[src/rtl/fifo_wr_arb_if.sv]
// Requester / FIFO write-port bundle for fifo_wr_arb.
// mst is the arbiter side, slv the requester/FIFO side.
interface fifo_wr_arb_if #(
  parameter int NREQ  = 4,
  parameter int DSIZE = 8,
  parameter int ASIZE = 5
);
  localparam int GW = $clog2(NREQ);

  logic [NREQ-1:0]       req;
  logic [NREQ*DSIZE-1:0] req_data;
  logic [NREQ-1:0]       req_last;
  logic [NREQ-1:0]       ack;
  logic                  gnt_valid;
  logic [GW-1:0]         cur_gnt;
  logic                  w_en;
  logic [DSIZE-1:0]      wdata;
  logic                  w_full;
  logic [ASIZE-1:0]      wuse;

  modport mst (
    input  req, req_data, req_last,
    input  w_full, wuse,
    output ack, gnt_valid, cur_gnt,
    output w_en, wdata
  );

  modport slv (
    output req, req_data, req_last,
    output w_full, wuse,
    input  ack, gnt_valid, cur_gnt,
    input  w_en, wdata
  );
endinterface

[src/rtl/fifo_wr_arb.sv]
// Round-robin burst arbiter sharing one FIFO write port.
// One registered beat stage absorbs w_full stalls losslessly.
module fifo_wr_arb #(
  parameter int NREQ     = 4,
  parameter int DSIZE    = 8,
  parameter int ASIZE    = 5,
  parameter int BURST    = 4,
  parameter int AF_LEVEL = 28
) (
  input  logic       wclk,
  input  logic       rst,
  fifo_wr_arb_if.mst bus
);
  localparam int GW = $clog2(NREQ);
  localparam int CW = 5;
  localparam logic [CW-1:0] LAST_CNT = CW'(BURST - 1);
  localparam logic [GW-1:0] TOP_IDX = GW'(NREQ - 1);

  typedef enum logic {
    S_IDLE,
    S_GRANT
  } state_t;

  state_t           r_state;
  state_t           w_state_n;
  logic [GW-1:0]    r_ptr;
  logic [GW-1:0]    w_ptr_n;
  logic [CW-1:0]    r_cnt;
  logic [CW-1:0]    w_cnt_n;
  logic [GW-1:0]    r_gnt;
  logic [GW-1:0]    w_gnt_n;
  logic             r_gv;
  logic             w_gv_n;
  logic             r_wen;
  logic [DSIZE-1:0] r_wdata;

  logic             w_ob_ready;
  logic             w_sel_req;
  logic             w_sel_last;
  logic [DSIZE-1:0] w_sel_data;
  logic             w_accept;
  logic             w_room;
  logic [GW-1:0]    w_pick;
  logic [NREQ-1:0]  w_ack;

  // First requesting index at or after p, scanning upward mod NREQ.
  function automatic logic [GW-1:0] rr_pick(
    input logic [NREQ-1:0] r,
    input logic [GW-1:0]   p
  );
    logic [GW-1:0] pick;
    logic [GW-1:0] jj;
    int            j;
    pick = '0;
    for (int k = NREQ - 1; k >= 0; k--) begin
      j = int'(p) + k;
      if (j >= NREQ) j = j - NREQ;
      jj = GW'(j);
      if (r[jj]) pick = jj;
    end
    return pick;
  endfunction

  assign w_ob_ready = !r_wen || !bus.w_full;
  assign w_sel_req  = bus.req[r_gnt];
  assign w_sel_last = bus.req_last[r_gnt];
  assign w_sel_data = bus.req_data[r_gnt*DSIZE +: DSIZE];
  assign w_accept   = (r_state == S_GRANT) && w_sel_req && w_ob_ready;
  assign w_room     = bus.wuse < ASIZE'(AF_LEVEL);
  assign w_pick     = rr_pick(bus.req, r_ptr);

  always_comb begin
    w_ack = '0;
    if (w_accept) w_ack[r_gnt] = 1'b1;
  end

  always_comb begin
    w_state_n = r_state;
    w_ptr_n   = r_ptr;
    w_cnt_n   = r_cnt;
    w_gnt_n   = r_gnt;
    w_gv_n    = r_gv;
    unique case (r_state)
      S_IDLE: begin
        if (|bus.req && w_room) begin
          w_gnt_n   = w_pick;
          w_gv_n    = 1'b1;
          w_cnt_n   = '0;
          w_state_n = S_GRANT;
        end
      end
      S_GRANT: begin
        if (w_accept) w_cnt_n = r_cnt + 1'b1;
        // Withdrawal, last beat or full burst all release the grant.
        if (!w_sel_req ||
            (w_accept && (w_sel_last || r_cnt == LAST_CNT))) begin
          w_state_n = S_IDLE;
          w_gv_n    = 1'b0;
          w_ptr_n   = (r_gnt == TOP_IDX) ? '0 : r_gnt + 1'b1;
        end
      end
      default: begin
        w_state_n = S_IDLE;
      end
    endcase
  end

  always_ff @(posedge wclk) begin
    if (rst) begin
      r_state <= S_IDLE;
      r_ptr   <= '0;
      r_cnt   <= '0;
      r_gnt   <= '0;
      r_gv    <= 1'b0;
    end else begin
      r_state <= w_state_n;
      r_ptr   <= w_ptr_n;
      r_cnt   <= w_cnt_n;
      r_gnt   <= w_gnt_n;
      r_gv    <= w_gv_n;
    end
  end

  // A held beat stays put while w_full; reset drops it unwritten.
  always_ff @(posedge wclk) begin
    if (rst) begin
      r_wen   <= 1'b0;
      r_wdata <= '0;
    end else if (w_accept) begin
      r_wen   <= 1'b1;
      r_wdata <= w_sel_data;
    end else if (r_wen && !bus.w_full) begin
      r_wen   <= 1'b0;
    end
  end

  assign bus.ack       = w_ack;
  assign bus.gnt_valid = r_gv;
  assign bus.cur_gnt   = r_gnt;
  assign bus.w_en      = r_wen;
  assign bus.wdata     = r_wdata;

endmodule

[src/flat_wrapper.sv]
// flat-port wrapper written by rule: the top's interface ports become plain ports
module fifo_wr_arb_flat 
#(
  parameter int NREQ     = 4,
  parameter int DSIZE    = 8,
  parameter int ASIZE    = 5,
  parameter int BURST    = 4,
  parameter int AF_LEVEL = 28
)
  (wclk, rst, bus_req, bus_req_data, bus_req_last, bus_w_full, bus_wuse, bus_ack, bus_gnt_valid, bus_cur_gnt, bus_w_en, bus_wdata);
  fifo_wr_arb_if #(.NREQ(NREQ), .DSIZE(DSIZE), .ASIZE(ASIZE)) bus_i ();
  input  logic wclk;
  input  logic rst;
  input wire logic [$bits(bus_i.req)-1:0] bus_req;
  input wire logic [$bits(bus_i.req_data)-1:0] bus_req_data;
  input wire logic [$bits(bus_i.req_last)-1:0] bus_req_last;
  input wire logic [$bits(bus_i.w_full)-1:0] bus_w_full;
  input wire logic [$bits(bus_i.wuse)-1:0] bus_wuse;
  output wire logic [$bits(bus_i.ack)-1:0] bus_ack;
  output wire logic [$bits(bus_i.gnt_valid)-1:0] bus_gnt_valid;
  output wire logic [$bits(bus_i.cur_gnt)-1:0] bus_cur_gnt;
  output wire logic [$bits(bus_i.w_en)-1:0] bus_w_en;
  output wire logic [$bits(bus_i.wdata)-1:0] bus_wdata;
  assign bus_i.req = bus_req;
  assign bus_i.req_data = bus_req_data;
  assign bus_i.req_last = bus_req_last;
  assign bus_i.w_full = bus_w_full;
  assign bus_i.wuse = bus_wuse;
  assign bus_ack = bus_i.ack;
  assign bus_gnt_valid = bus_i.gnt_valid;
  assign bus_cur_gnt = bus_i.cur_gnt;
  assign bus_w_en = bus_i.w_en;
  assign bus_wdata = bus_i.wdata;
  fifo_wr_arb #(.NREQ(NREQ), .DSIZE(DSIZE), .ASIZE(ASIZE), .BURST(BURST), .AF_LEVEL(AF_LEVEL)) u_core (.wclk(wclk), .rst(rst), .bus(bus_i));
endmodule
[config.mk]
export PLATFORM = sky130hd
export DESIGN_NAME = fifo_wr_arb_flat
export DESIGN_NICKNAME = d
export VERILOG_FILES = /design/src/rtl/fifo_wr_arb_if.sv /design/src/rtl/fifo_wr_arb.sv /design/src/flat_wrapper.sv
export SDC_FILE = /design/constraint.sdc
export NUM_CORES = 1
export LEC_CHECK = 0
export BUFFER_PORTS_ARGS = -buffer_cell sky130_fd_sc_hd__buf_2
export CAP_MARGIN = 10
export CORE_ASPECT_RATIO = 0.7
export CORE_UTILIZATION = 25
export DETAILED_ROUTE_END_ITERATION = 6
export MAX_ROUTING_LAYER = met4
export PLACE_DENSITY_LB_ADDON = 0.05
export SLEW_MARGIN = 20
export SYNTH_ARGS = -nofsm -noshare
export SYNTH_HDL_FRONTEND = slang
export SYNTH_SLANG_ARGS = --single-unit
[constraint.sdc]
create_clock -name wclk -period 2.6 [get_ports wclk]
set_input_delay 0.65 -clock wclk [delete_from_list [all_inputs] [get_ports wclk]]
set_output_delay 0.65 -clock wclk [all_outputs]
set_load 0.01 [all_outputs]
## After elaboration in Yosys (flattened, before gate mapping)

Index checks and enable logic that the tools add are counted.

| storage, ports and cells | value |
|---|---|
| logic and storage cells | 87 |
| register bits after elaboration | 20 |
| bits of input ports | 48 |

| cells by class | value |
|---|---|
| reduce and logical (&&, ||, !) cells | 18 |
| bitwise gates (word level) | 1 |
| multiplexer cells | 35 |
| order comparisons | 11 |
| add/subtract/negate cells | 9 |
| shift operators | 1 |
| equality and inequality tests | 5 |

Operators with widths:

| operator | number |
|---|---|
| 32-bit by 6-bit indexed part select with 8-bit output | 1 |
| 2-bit 2-to-1 mux | 9 |
| 2-bit by 3-bit less-than comparator with 1-bit output (second input constant) | 5 |
| 1-bit 2-to-1 mux | 13 |
| 1-bit binary-select mux with 2-bit select | 6 |
| 5-bit 2-to-1 mux | 2 |
| 5-bit case mux with 2 select lines | 1 |
| 3-bit greater-or-equal comparator (second input constant) | 3 |
| 2-bit AND reduction | 4 |
| 2-bit by 1-bit subtractor with 2-bit output (second input constant) | 4 |
| 2-bit by 2-bit adder with 3-bit output (second input constant) | 2 |
| 1-bit logical AND | 6 |
| 5-bit by 1-bit adder with 5-bit output (second input constant) | 1 |
| 5-bit by 2-bit == test with 1-bit output (second input constant) | 1 |
| 5-bit less-than comparator (second input constant) | 1 |
| 4-bit 2-to-1 mux | 1 |
| 2-bit inequality test (second input constant) | 2 |
| 1-bit case mux with 2 select lines | 2 |
| 4-bit OR reduction | 1 |
| 2-bit by 1-bit adder with 3-bit output (second input constant) | 1 |
| 2-bit by 3-bit greater-or-equal comparator with 1-bit output (second input constant) | 1 |
| 1-bit logical NOT | 3 |
| 1-bit logical OR | 3 |
| 2-bit by 1-bit adder with 2-bit output (second input constant) | 1 |
| 6 further kinds | 6 |

## Depth between registers and ports, before layout

Gate-level depths: netlist of run 1.

| logic depth | value |
|---|---|
| word-level depth | 9 |
| depth in mapped cells | 7 |

## Worst setup path after synthesis of run 1

Ideal clock, no wire load.

| path | value |
|---|---|
| path kind | input -> output |
| start | input port bus_req[3] |
| end | output port bus_ack[1] |
| cell stages on the path | 4 |
| arrival time | 1.691 ns |
| setup slack | 0.259 ns |
| cells stage by stage | mux4_2 -> and3_1 -> buf_2 -> and2_1 |

| between the ends | value |
|---|---|
| word-level cells in the longest chain between the ends | 5 |

RTL lines:

| element | line | source |
|---|---|---|
| from (decl) | flat_wrapper.sv:14 | `input wire logic [$bits(bus_i.req)-1:0] bus_req;` |
| 1-bit binary-select mux with 2-bit select | fifo_wr_arb.sv:65 | `assign w_sel_req = bus.req[r_gnt];` |
| 1-bit 2-to-1 mux (implied by the code) | fifo_wr_arb.sv:65 |  |
| 1-bit logical AND (2 in a row) | fifo_wr_arb.sv:68 | `assign w_accept = (r_state == S_GRANT) && w_sel_req && w_ob_ready;` |
| 4-bit 2-to-1 mux | fifo_wr_arb.sv:74 | `if (w_accept) w_ack[r_gnt] = 1'b1;` |
| to (decl) | flat_wrapper.sv:19 | `output wire logic [$bits(bus_i.ack)-1:0] bus_ack;` |

No other way between the ends. The select of a mux whose other input is x is not followed.

## Worst setup path in the final report of run 1

Ends and elaborated chain as after synthesis.

==> summary.txt, run 1 <==
Power
  – Switching share of power: 0.298
  – Worst vdd ir: roughly 0.17 mV
  – P_sw: ~250 uW
  – Logic gate share of total power: 0.300
  – Sequential fraction of design power: 0.413
  – Overall Power: 837 uW
  – Leak Pwr: ~0.74 nW
  – Pwr dens: about 500 nW/um^2
  – Pint: 587 uW
  – Clk network pwr share: 0.287

Cells and area
  – NumNets Final: roughly 250
  – Commonest non-fill, non-tap cell in the layout: buf_2
  – Area delta synth->final: 37.3%
  – Diodes inserted: 0
  – Share of cells above drive strength 1: 0.430
  – Fill count: roughly 490
  – Most frequent cells in the layout: 61 x buf_2, 25 x nand2_1, 21 x a21oi_1

Synthesis
  – Synthesized flop and latch total: 20
  – Area leader, netlist: dfxtp_1
  – Sequential area share after synthesis: 0.326
  – Syn_area_per_cell: around 9.1 sq um
  – Syn Inst Count: between 100 and 150
  – Syn_nets: between 150 and 200
  – Netlist cell types: 33
  – Leading post-synthesis cells by cell area: dfxtp_1 33%, mux4_2 18%, a21oi_1 8.5%
  – Synth top area share: 0.326
  – Post-synthesis instance area: about 1200 sq um
  – Synth Warn #: 0

CTS
  – CTS Buffer Depth: 2
  – CTS clk-pin slew, worst paths: ~0.080 ns
  – Skew-Pair Late Insertion Delay: between 0.2 and 0.3 ns
  – CTS root buf: clkbuf_8
  – CTS tree: done
  – CTS H-Tree Depth: 1
  – # Post-CTS Setup Buffers: 0
  – Total CTS buffers: 3
  – # hold bufs at CTS: 0
  – PostCTS Resize Cnt: 0
  – Clk sinks: 20

STA
  – Slew Limit Fails: 0
  – Setup TNS after final layout: 0 ns
  – Max_slew headroom: 0.732
  – RSZ-0062 raised after global routing: no
  – Worst-Margin Slew: between 0.4 and 0.5 ns
  – Final hold vios: 0
  – Final period util: 0.951
  – Final setup viols: 0
  – Layout Skew: between 0.003 and 0.004 ns
  – Final worst slack: ~0.13 ns
  – Peak Freq: roughly 400 MHz
  – Minimum clock period: ~2.5 ns

Route
  – DRT antenna net count: 0
  – Routed WL: around 3.4 mm
  – Initial DRT Pass Iterations: 4
  – Drt wl/cell: ~13 um
  – Vias per inst: about 4.7
  – Vias: approximately 1200
  – Iter 0 DRT Violations: 53
  – DRC: 0

Global route
  – Largest net degree at the start of global routing: 21
  – Initial antenna violation count: 0
  – Grt total ovfl: 0
  – Vias in the first global route: about 1200
  – Global Route Usage Sum: 0.142
  – First-pass GRT wire length: between 5 and 6 mm

Floorplan
  – Die height: 60.7 um
  – # rows: 20
  – Initial Util: 0.272
  – Die width: roughly 86 um
  – DIE AREA: 5210 sq um
  – Core Box Area: between 4000 and 5000 sq um
  – I/O Pins: 64

Placement
  – Post-DP HPWL: ~2.7 mm
  – Pre-CTS setup slack: about 0.13 ns
  – Gpl congestion: approximately 0.85
  – Port buffer count: 61

Setup path
  – Endpoint type of the worst setup path: output port
  – Crit path launch type: input pin
  – Path type of the worst setup path: in2out
  – CP Data Arrival Time: roughly 1.8 ns
  – Worst-path maximum fanout: 6
  – Worst path required time: 1.95 ns

Status
  – Outcome: finished, final reports clean

Run
  – # Max-Cap Violations: 0

Hold path
  – Worst min-delay path class: reg2reg
synthesized netlist by cell type:
cell and instances:
o311ai_1 2, a21oi_1 21, mux2i_1 1, buf_6 1, dfxtp_1 20, ha_1 5
nand3_1 4, nor4b_1 1, o21ai_2 1, nor4_1 1, or4_1 1, buf_1 1
a211o_1 1, nand4_4 1, xor2_1 1, nand3_2 1, nand2_1 25, buf_2 2
nand2b_1 4, a31oi_1 2, inv_2 1, mux4_2 10, a22o_1 1, and2_1 4
or3_1 2, and3_1 2, nor2_1 2, clkbuf_1 3, nand4_1 2, o21ai_0 3
inv_1 6, nor3_1 2, a2111o_1 1
flip-flops by register name (all words and copies together) (netlist names):
register	cells
u_core.bus.cur_gnt	2
u_core.r_cnt	5
u_core.bus.gnt_valid	1
u_core.bus.wdata	8
u_core.bus.w_en	1
u_core.r_ptr	2
u_core.r_state	1
layout make-up:
| cell class | instances | area [sq um] | share of cell area |
|---|---|---|---|
| multi-input combinational | 101 | 767 | 0.454 |
| sequential | 20 | 400 | 0.237 |
| timing repair buffer | 68 | 358 | 0.212 |
| tap | 66 | 82.6 | 0.0489 |
| clock buffer | 4 | 55.1 | 0.0326 |
| inverter | 7 | 26.3 | 0.0156 |
power groups by stage:
stage,combinational (mW),clock (mW),sequential [mW]
floorplan,0.149,0,0.361
finish,0.251,0.241,0.345
global route,0.280,0.261,0.350
global placement,0.251,0,0.352
CTS,0.255,0.250,0.346
detailed placement,0.255,0,0.353
worst max-delay path, stage by stage:
cell and delay, ns:
buf_2 0.12, mux4_2 0.49, and3_1 0.25, and2_1 0.18, buf_2 0.13
layer usage:
metal,part of all wire,track usage
met1,0.48,0.169
met2,0.46,0.242
met3,0.049,0.0395
met4,0.011,0.0357
met5,0,-
worst paths after layout:
| check | startpoint | slack [ns] | to | depth (start not counted) |
|---|---|---|---|---|
| setup / recovery | bus_req[3] | 0.13 | bus_ack[1] | 5 |
| hold / removal | u_core.bus.wdata[3] | 0.45 | u_core.bus.wdata[3] | 2 |
| hold reg to reg | u_core.bus.wdata[3] | 0.45 | u_core.bus.wdata[3] | 2 |
| setup reg to reg | u_core.bus.cur_gnt[0] | 0.70 | u_core.r_ptr[0] | 5 |
logic make-up after synthesis:
kind of cell	count (synthesis)	share of synthesized area
DFF	20	0.326
and+or+nand+nor	52	0.222
AOI/OAI and AO/OA	32	0.153
xor gates and xnor gates	1	0.00712
buffers and inverters	14	0.0509
adders and majority gates	5	0.0509
muxes	11	0.191
per-stage QoR:
stage	cell area [sq um]	util	instances	hold WS (ns)
after floorplan	1230	-	135	0.457
after global placement	1630	0.361	262	0.442
after detailed placement	1630	0.361	262	0.448
after CTS	1690	0.373	266	0.460
after global routing	1690	0.373	266	0.475
final	1690	0.373	266	0.454
(Power assumes the default switching activity.)
==> inputs of run 2 (changes only) <==
--- a/config.mk
+++ b/config.mk
@@ -5,6 +5,7 @@
 export SDC_FILE = /design/constraint.sdc
 export NUM_CORES = 1
 export LEC_CHECK = 0
+export ABC_AREA = 1
 export BUFFER_PORTS_ARGS = -buffer_cell sky130_fd_sc_hd__buf_2
 export CAP_MARGIN = 10
 export CORE_ASPECT_RATIO = 0.7
==> constraint.sdc (replaced) <==
create_clock -name wclk -period 3.1 [get_ports wclk]
set_input_delay 0.775 -clock wclk [delete_from_list [all_inputs] [get_ports wclk]]
set_output_delay 0.775 -clock wclk [all_outputs]
set_load 0.01 [all_outputs]
==> summary.txt, run 2 <==
CTS
  – # hold bufs at CTS: 0
  – CTS H-Tree Depth: 1
  – Total CTS buffers: 3
  – Clk sinks: 20
  – PostCTS Resize Cnt: 0
  – CTS Buffer Depth: 2
  – CTS tree: done
  – # Post-CTS Setup Buffers: 0
  – Skew-Pair Late Insertion Delay: around 0.26 ns
  – CTS clk-pin slew, worst paths: ~0.080 ns
  – CTS root buf: clkbuf_8

Floorplan
  – Initial Util: 0.262
  – I/O Pins: 64
  – Die height: roughly 64 um
  – Die width: ~91 um
  – DIE AREA: 5850 sq um
  – Core Box Area: roughly 5300 sq um
  – # rows: 22

Setup path
  – Worst-path maximum fanout: 16
  – Worst path required time: roughly 2.3 ns
  – Path type of the worst setup path: reg2out
  – Crit path launch type: register
  – CP delay by family, top: simple AND/OR/NAND/NOR gates
  – Critical Path Slowest Stage Cell: dfxtp_1
  – WP buf/inv: 1
  – CP Data Arrival Time: ~1.7 ns
  – CP Cell Sequence: nand2_1 > nand3_1 > nand2_1 > nor2_4 > nand2_4 > nor2_1 > buf_2
  – Most used cell, CP: nand2_1
  – Endpoint type of the worst setup path: output port
  – CP max stage delay: 0.61 ns

Route
  – Drt wl/cell: approximately 11 um
  – Vias: about 1600
  – DRC: 0
  – Vias per inst: 4.42
  – Routed WL: 4.03 mm
  – DRT antenna net count: 0
  – Initial DRT Pass Iterations: 4
  – Iter 0 DRT Violations: 26

Power
  – Clk network pwr share: 0.238
  – Pint: 656 uW
  – Worst vdd ir: approximately 0.28 mV
  – Pwr dens: about 600 nW/um^2
  – Leak Pwr: between 0.9 and 1 nW
  – Logic gate share of total power: 0.437
  – Sequential fraction of design power: 0.324
  – P_sw: 434 uW
  – Switching share of power: 0.398

Placement
  – Gpl congestion: 0.733
  – Area after DPL: approximately 1700 sq um
  – Post-DP HPWL: 3.10 mm
  – Port buffer count: 61
  – Pre-CTS setup slack: about 0.64 ns

Synthesis
  – Leading post-synthesis cells by cell area: dfxtp_1 29%, nor2_1 13%, nand2_1 11%
  – Post-synthesis instance area: about 1400 sq um
  – Syn_nets: around 280
  – Count leader, synth: nor2_1
  – Sequential area share after synthesis: 0.289
  – Syn_area_per_cell: 6.18 sq um
  – Area leader, netlist: dfxtp_1
  – Synth Warn #: 0
  – Netlist cell types: 24
  – Synthesized flop and latch total: 20
  – Post-synth EDFFs: 0
  – Most frequent cells after synthesis: 48 x nor2_1, 42 x nand2_1, 22 x o21ai_0
  – Async SR Flop Fraction: 0
  – Syn Inst Count: 224
  – Synth top area share: 0.289
  – Most common flop cell mapped by yosys: dfxtp_1

STA
  – Worst-Margin Slew: roughly 0.47 ns
  – Layout Skew: slightly above 0.004 ns
  – Final hold vios: 0
  – Slew Limit Fails: 0
  – Setup TNS after final layout: 0 ns
  – RSZ-0062 raised after global routing: no
  – Final setup viols: 0
  – Final period util: 0.801
  – Minimum clock period: approximately 2.5 ns
  – Peak Freq: around 400 MHz
  – Max_slew headroom: 0.689
  – Final worst slack: 0.618 ns

Cells and area
  – Area delta synth->final: 30.3%
  – Diodes inserted: 0
  – Share of cells above drive strength 1: 0.266
  – Commonest non-fill, non-tap cell in the layout: buf_2
  – NumNets Final: 336
  – Number of flip-flops in the largest register: 8
  – Most frequent cells in the layout: 61 x buf_2, 48 x nor2_1, 42 x nand2_1
  – Post-route cell area: 1800 sq um

Run
  – # Max-Cap Violations: 0

Global route
  – Vias in the first global route: between 1000 and 1500
  – Largest net degree at the start of global routing: 22
  – Initial antenna violation count: 0
  – Grt total ovfl: 0
  – Global Route Usage Sum: 0.148
  – First-pass GRT wire length: about 6.7 mm

Hold path
  – Worst min-delay path class: reg2reg

Status
  – Outcome: finished, final reports clean
## run 2: cell types whose count changed after synthesis, moves of 8 or more
cell     previous run  this run
a21oi_1            21        10
mux4_2             10         0
nand3_1             4        17
o21ai_1             0         9
inv_1               6        20
nand2_1            25        42
nor2_1              2        48
o21ai_0             3        22
o22ai_1             0         8
## run 2: worst min-delay path, cell delays in order (launching register included)
cell     delay, ns
dfxtp_1       0.32
nand3_1       0.08
nand2_1       0.04
## run 2: final cells by class
class                           count  area [sq um]
Clock buffer                        3          41.3
Clock inverter                      1          30.0
Fill cell                         636          3480
Inverter                           22          82.6
Multi-Input combinational cell    172           832
Sequential cell                    20           400
Tap cell                           72          90.1
Timing Repair Buffer               64           328
## run 2: power groups by stage
stage,sequential (mW),clock [mW],combinational (mW)
floorplan,0.356,0,0.349
finish,0.353,0.260,0.477
detailed placement,0.359,0,0.481
global route,0.362,0.285,0.548
CTS,0.354,0.272,0.483
global placement,0.359,0,0.486
## run 2: cell families (layout without fill, tap and decap cells)
logic type | count (synthesis) | in the layout | share of synthesized area
buf+inv | 32 | 90 | 0.110
flops | 20 | 20 | 0.289
simple gates | 116 | 116 | 0.360
compound gates | 50 | 50 | 0.190
fa+ha+maj | 5 | 5 | 0.0452
xor+xnor | 1 | 1 | 0.00632
## run 2: metrics by stage
stage / hold WS, ns / utilization / power [mW] / cells
finish: 0.474 / 0.341 / 1.09 / 354
global route: 0.499 / 0.341 / 1.20 / 354
CTS: 0.481 / 0.341 / 1.11 / 354
detailed placement: 0.454 / 0.328 / 0.840 / 350
global placement: 0.463 / 0.328 / 0.846 / 350
floorplan: 0.446 / - / 0.705 / 224
## run 2: worst paths after layout
path / start / end / slack (ns) / cells after the start
min: u_core.bus.gnt_valid / u_core.bus.gnt_valid / 0.47 / 2
max reg2reg: u_core.bus.cur_gnt[0] / u_core.r_ptr[1] / 1.40 / 10
max: u_core.bus.cur_gnt[0] / bus_ack[0] / 0.62 / 7
min reg2reg: u_core.bus.gnt_valid / u_core.bus.gnt_valid / 0.47 / 2
## run 2: metal layers
layer / GRT usage / part of all wire / up-vias
met2: 0.224 / 0.41 / 35
met4: 0.0238 / 0.0072 / 0
met1: 0.207 / 0.54 / 681
met3: 0.0262 / 0.038 / 2
met5: - / 0 / -
li1: - / - / 848
==> inputs of run 3 (changes only) <==
--- a/config.mk
+++ b/config.mk
@@ -5,7 +5,7 @@
 export SDC_FILE = /design/constraint.sdc
 export NUM_CORES = 1
 export LEC_CHECK = 0
-export ABC_AREA = 1
+export ABC_AREA = 0
 export BUFFER_PORTS_ARGS = -buffer_cell sky130_fd_sc_hd__buf_2
 export CAP_MARGIN = 10
 export CORE_ASPECT_RATIO = 0.7
==> constraint.sdc (replaced) <==
create_clock -name wclk -period 2.37 [get_ports wclk]
set_input_delay 0.5925 -clock wclk [delete_from_list [all_inputs] [get_ports wclk]]
set_output_delay 0.5925 -clock wclk [all_outputs]
set_load 0.01 [all_outputs]
==> summary.txt, run 3 (synthesized netlist as in run 1, its figures left out) <==
Global route
  – First-pass GRT wire length: roughly 5.7 mm
  – Vias in the first global route: approximately 1200
  – Global Route Usage Sum: 0.148
  – Initial antenna violation count: 0
  – Largest net degree at the start of global routing: 20
  – Grt total ovfl: 0

Setup path
  – R2R depth: 5
  – CP Data Arrival Time: around 1.7 ns
  – Crit path launch type: input pin
  – Endpoint type of the worst setup path: output port
  – Path type of the worst setup path: in2out
  – Worst-path maximum fanout: 6
  – R2R Setup Slk: between 0.5 and 0.6 ns
  – Worst path required time: approximately 1.8 ns

Floorplan
  – Initial Util: 0.272
  – Die width: ~86 um
  – I/O Pins: 64
  – # rows: 20
  – Core Box Area: ~4500 sq um
  – Die height: 60.7 um
  – DIE AREA: around 5200 sq um

Power
  – Pint: roughly 730 uW
  – Logic gate share of total power: 0.280
  – Pwr dens: around 580 nW/um^2
  – Overall Power: a little over 1 mW
  – Clk network pwr share: 0.348
  – P_sw: between 200 and 300 uW
  – Sequential fraction of design power: 0.371
  – Worst vdd ir: between 0.2 and 0.3 mV
  – Switching share of power: 0.284
  – Leak Pwr: between 0.7 and 0.8 nW

Placement
  – Gpl congestion: ~0.75
  – Placed Instances: between 200 and 300
  – Port buffer count: 61
  – Pre-CTS setup slack: a little under 0.009 ns
  – Post-DP HPWL: 2.82 mm

Cells and area
  – Share of cells above drive strength 1: 0.456
  – Most frequent cells in the layout: 61 x buf_2, 25 x nand2_1, 21 x a21oi_1
  – Final Core Density: 0.388
  – Diodes inserted: 0
  – Commonest non-fill, non-tap cell in the layout: buf_2
  – Final cell count without fillers: 272
  – Area delta synth->final: 42.8%
  – NumNets Final: 260
  – Number of flip-flops in the largest register: 8

CTS
  – CTS clk-pin slew, worst paths: 0.09 ns
  – CTS root buf: clkbuf_8
  – CTS H-Tree Depth: 1
  – PostCTS Resize Cnt: 0
  – Skew-Pair Late Insertion Delay: between 0.2 and 0.3 ns
  – # hold bufs at CTS: 0
  – CTS Buffer Depth: 2
  – # Post-CTS Setup Buffers: 0
  – Total CTS buffers: 3
  – CTS tree: done
  – Clk sinks: 20

STA
  – Max_slew headroom: 0.712
  – Worst-Margin Slew: around 0.43 ns
  – Final setup viols: 0
  – Final worst slack: 0.0704 ns
  – Slew Limit Fails: 0
  – Final hold vios: 0
  – Setup TNS after final layout: 0 ns
  – Minimum clock period: ~2.3 ns
  – Peak Freq: around 430 MHz
  – Final period util: 0.970
  – RSZ-0062 raised after global routing: no
  – Layout Skew: about 0.0077 ns

Route
  – Routed WL: 3.49 mm
  – DRC: 0
  – Vias per inst: between 4 and 5
  – Iter 0 DRT Violations: 40
  – Vias: approximately 1300
  – DRT antenna net count: 0
  – Drt wl/cell: roughly 13 um
  – Initial DRT Pass Iterations: 4

Hold path
  – Worst min-delay path class: reg2reg
  – Hold path cells: 2

Status
  – Outcome: finished, final reports clean

Run
  – # Max-Cap Violations: 0
run 3: cell count changes in the layout (fill, tap and decap cells not counted), moves of 4 or more:
cell,change
and2_1,+4
nand3_1,-13
nand2b_1,+4
nand2_1,-17
o22ai_1,-8
inv_1,-14
o21ai_0,-19
o21ai_1,-9
nor2_1,-46
a21oi_1,+11
buf_4,+10
mux4_2,+10
run 3: stage by stage:
step	area, sq um	hold WS, ns
2_1_floorplan	1230	0.457
3_3_place_gp	1680	0.442
3_5_place_dp	1680	0.445
4_1_cts	1750	0.458
5_1_grt	1760	0.473
6_report	1760	0.453
run 3: area by class of cell:
type	instances	area (sq um)
clock buffers	3	41.3
clock inverters	1	30.0
fillers	470	2770
inverters	7	26.3
multi-input cells	101	772
flip-flops and latches	20	402
well taps	66	82.6
repair buffers	74	403
run 3: worst max-delay path, cell delays in order:
cell and delay (ns):
buf_2 0.10, mux4_2 0.50, and3_4 0.22, and2_1 0.15
buf_2 0.13
run 3: final timing paths:
path                                             from             endpoint
worst max-delay path                       bus_req[3]           bus_ack[1]
worst min-delay path              u_core.bus.wdata[3]  u_core.bus.wdata[3]
worst max register to register  u_core.bus.cur_gnt[0]      u_core.r_ptr[0]
worst min register to register    u_core.bus.wdata[3]  u_core.bus.wdata[3]
run 3: metal layers:
| layer | global-route usage | up-vias | wire [um] |
|---|---|---|---|
| met5 | - | - | 0 |
| met4 | 0.0214 | 0 | 12 |
| met3 | 0.0367 | 3 | 160 |
| met2 | 0.248 | 28 | 1630 |
| met1 | 0.188 | 600 | 1690 |
| li1 | - | 635 | - |
run 3: power by group through the flow:
stage               combinational [mW]  sequential [mW]  clock [mW]
floorplan                        0.164            0.396           0
global placement                 0.284            0.387           0
detailed placement               0.290            0.388           0
CTS                              0.290            0.380       0.364
global route                     0.320            0.385       0.388
finish                           0.287            0.380       0.357
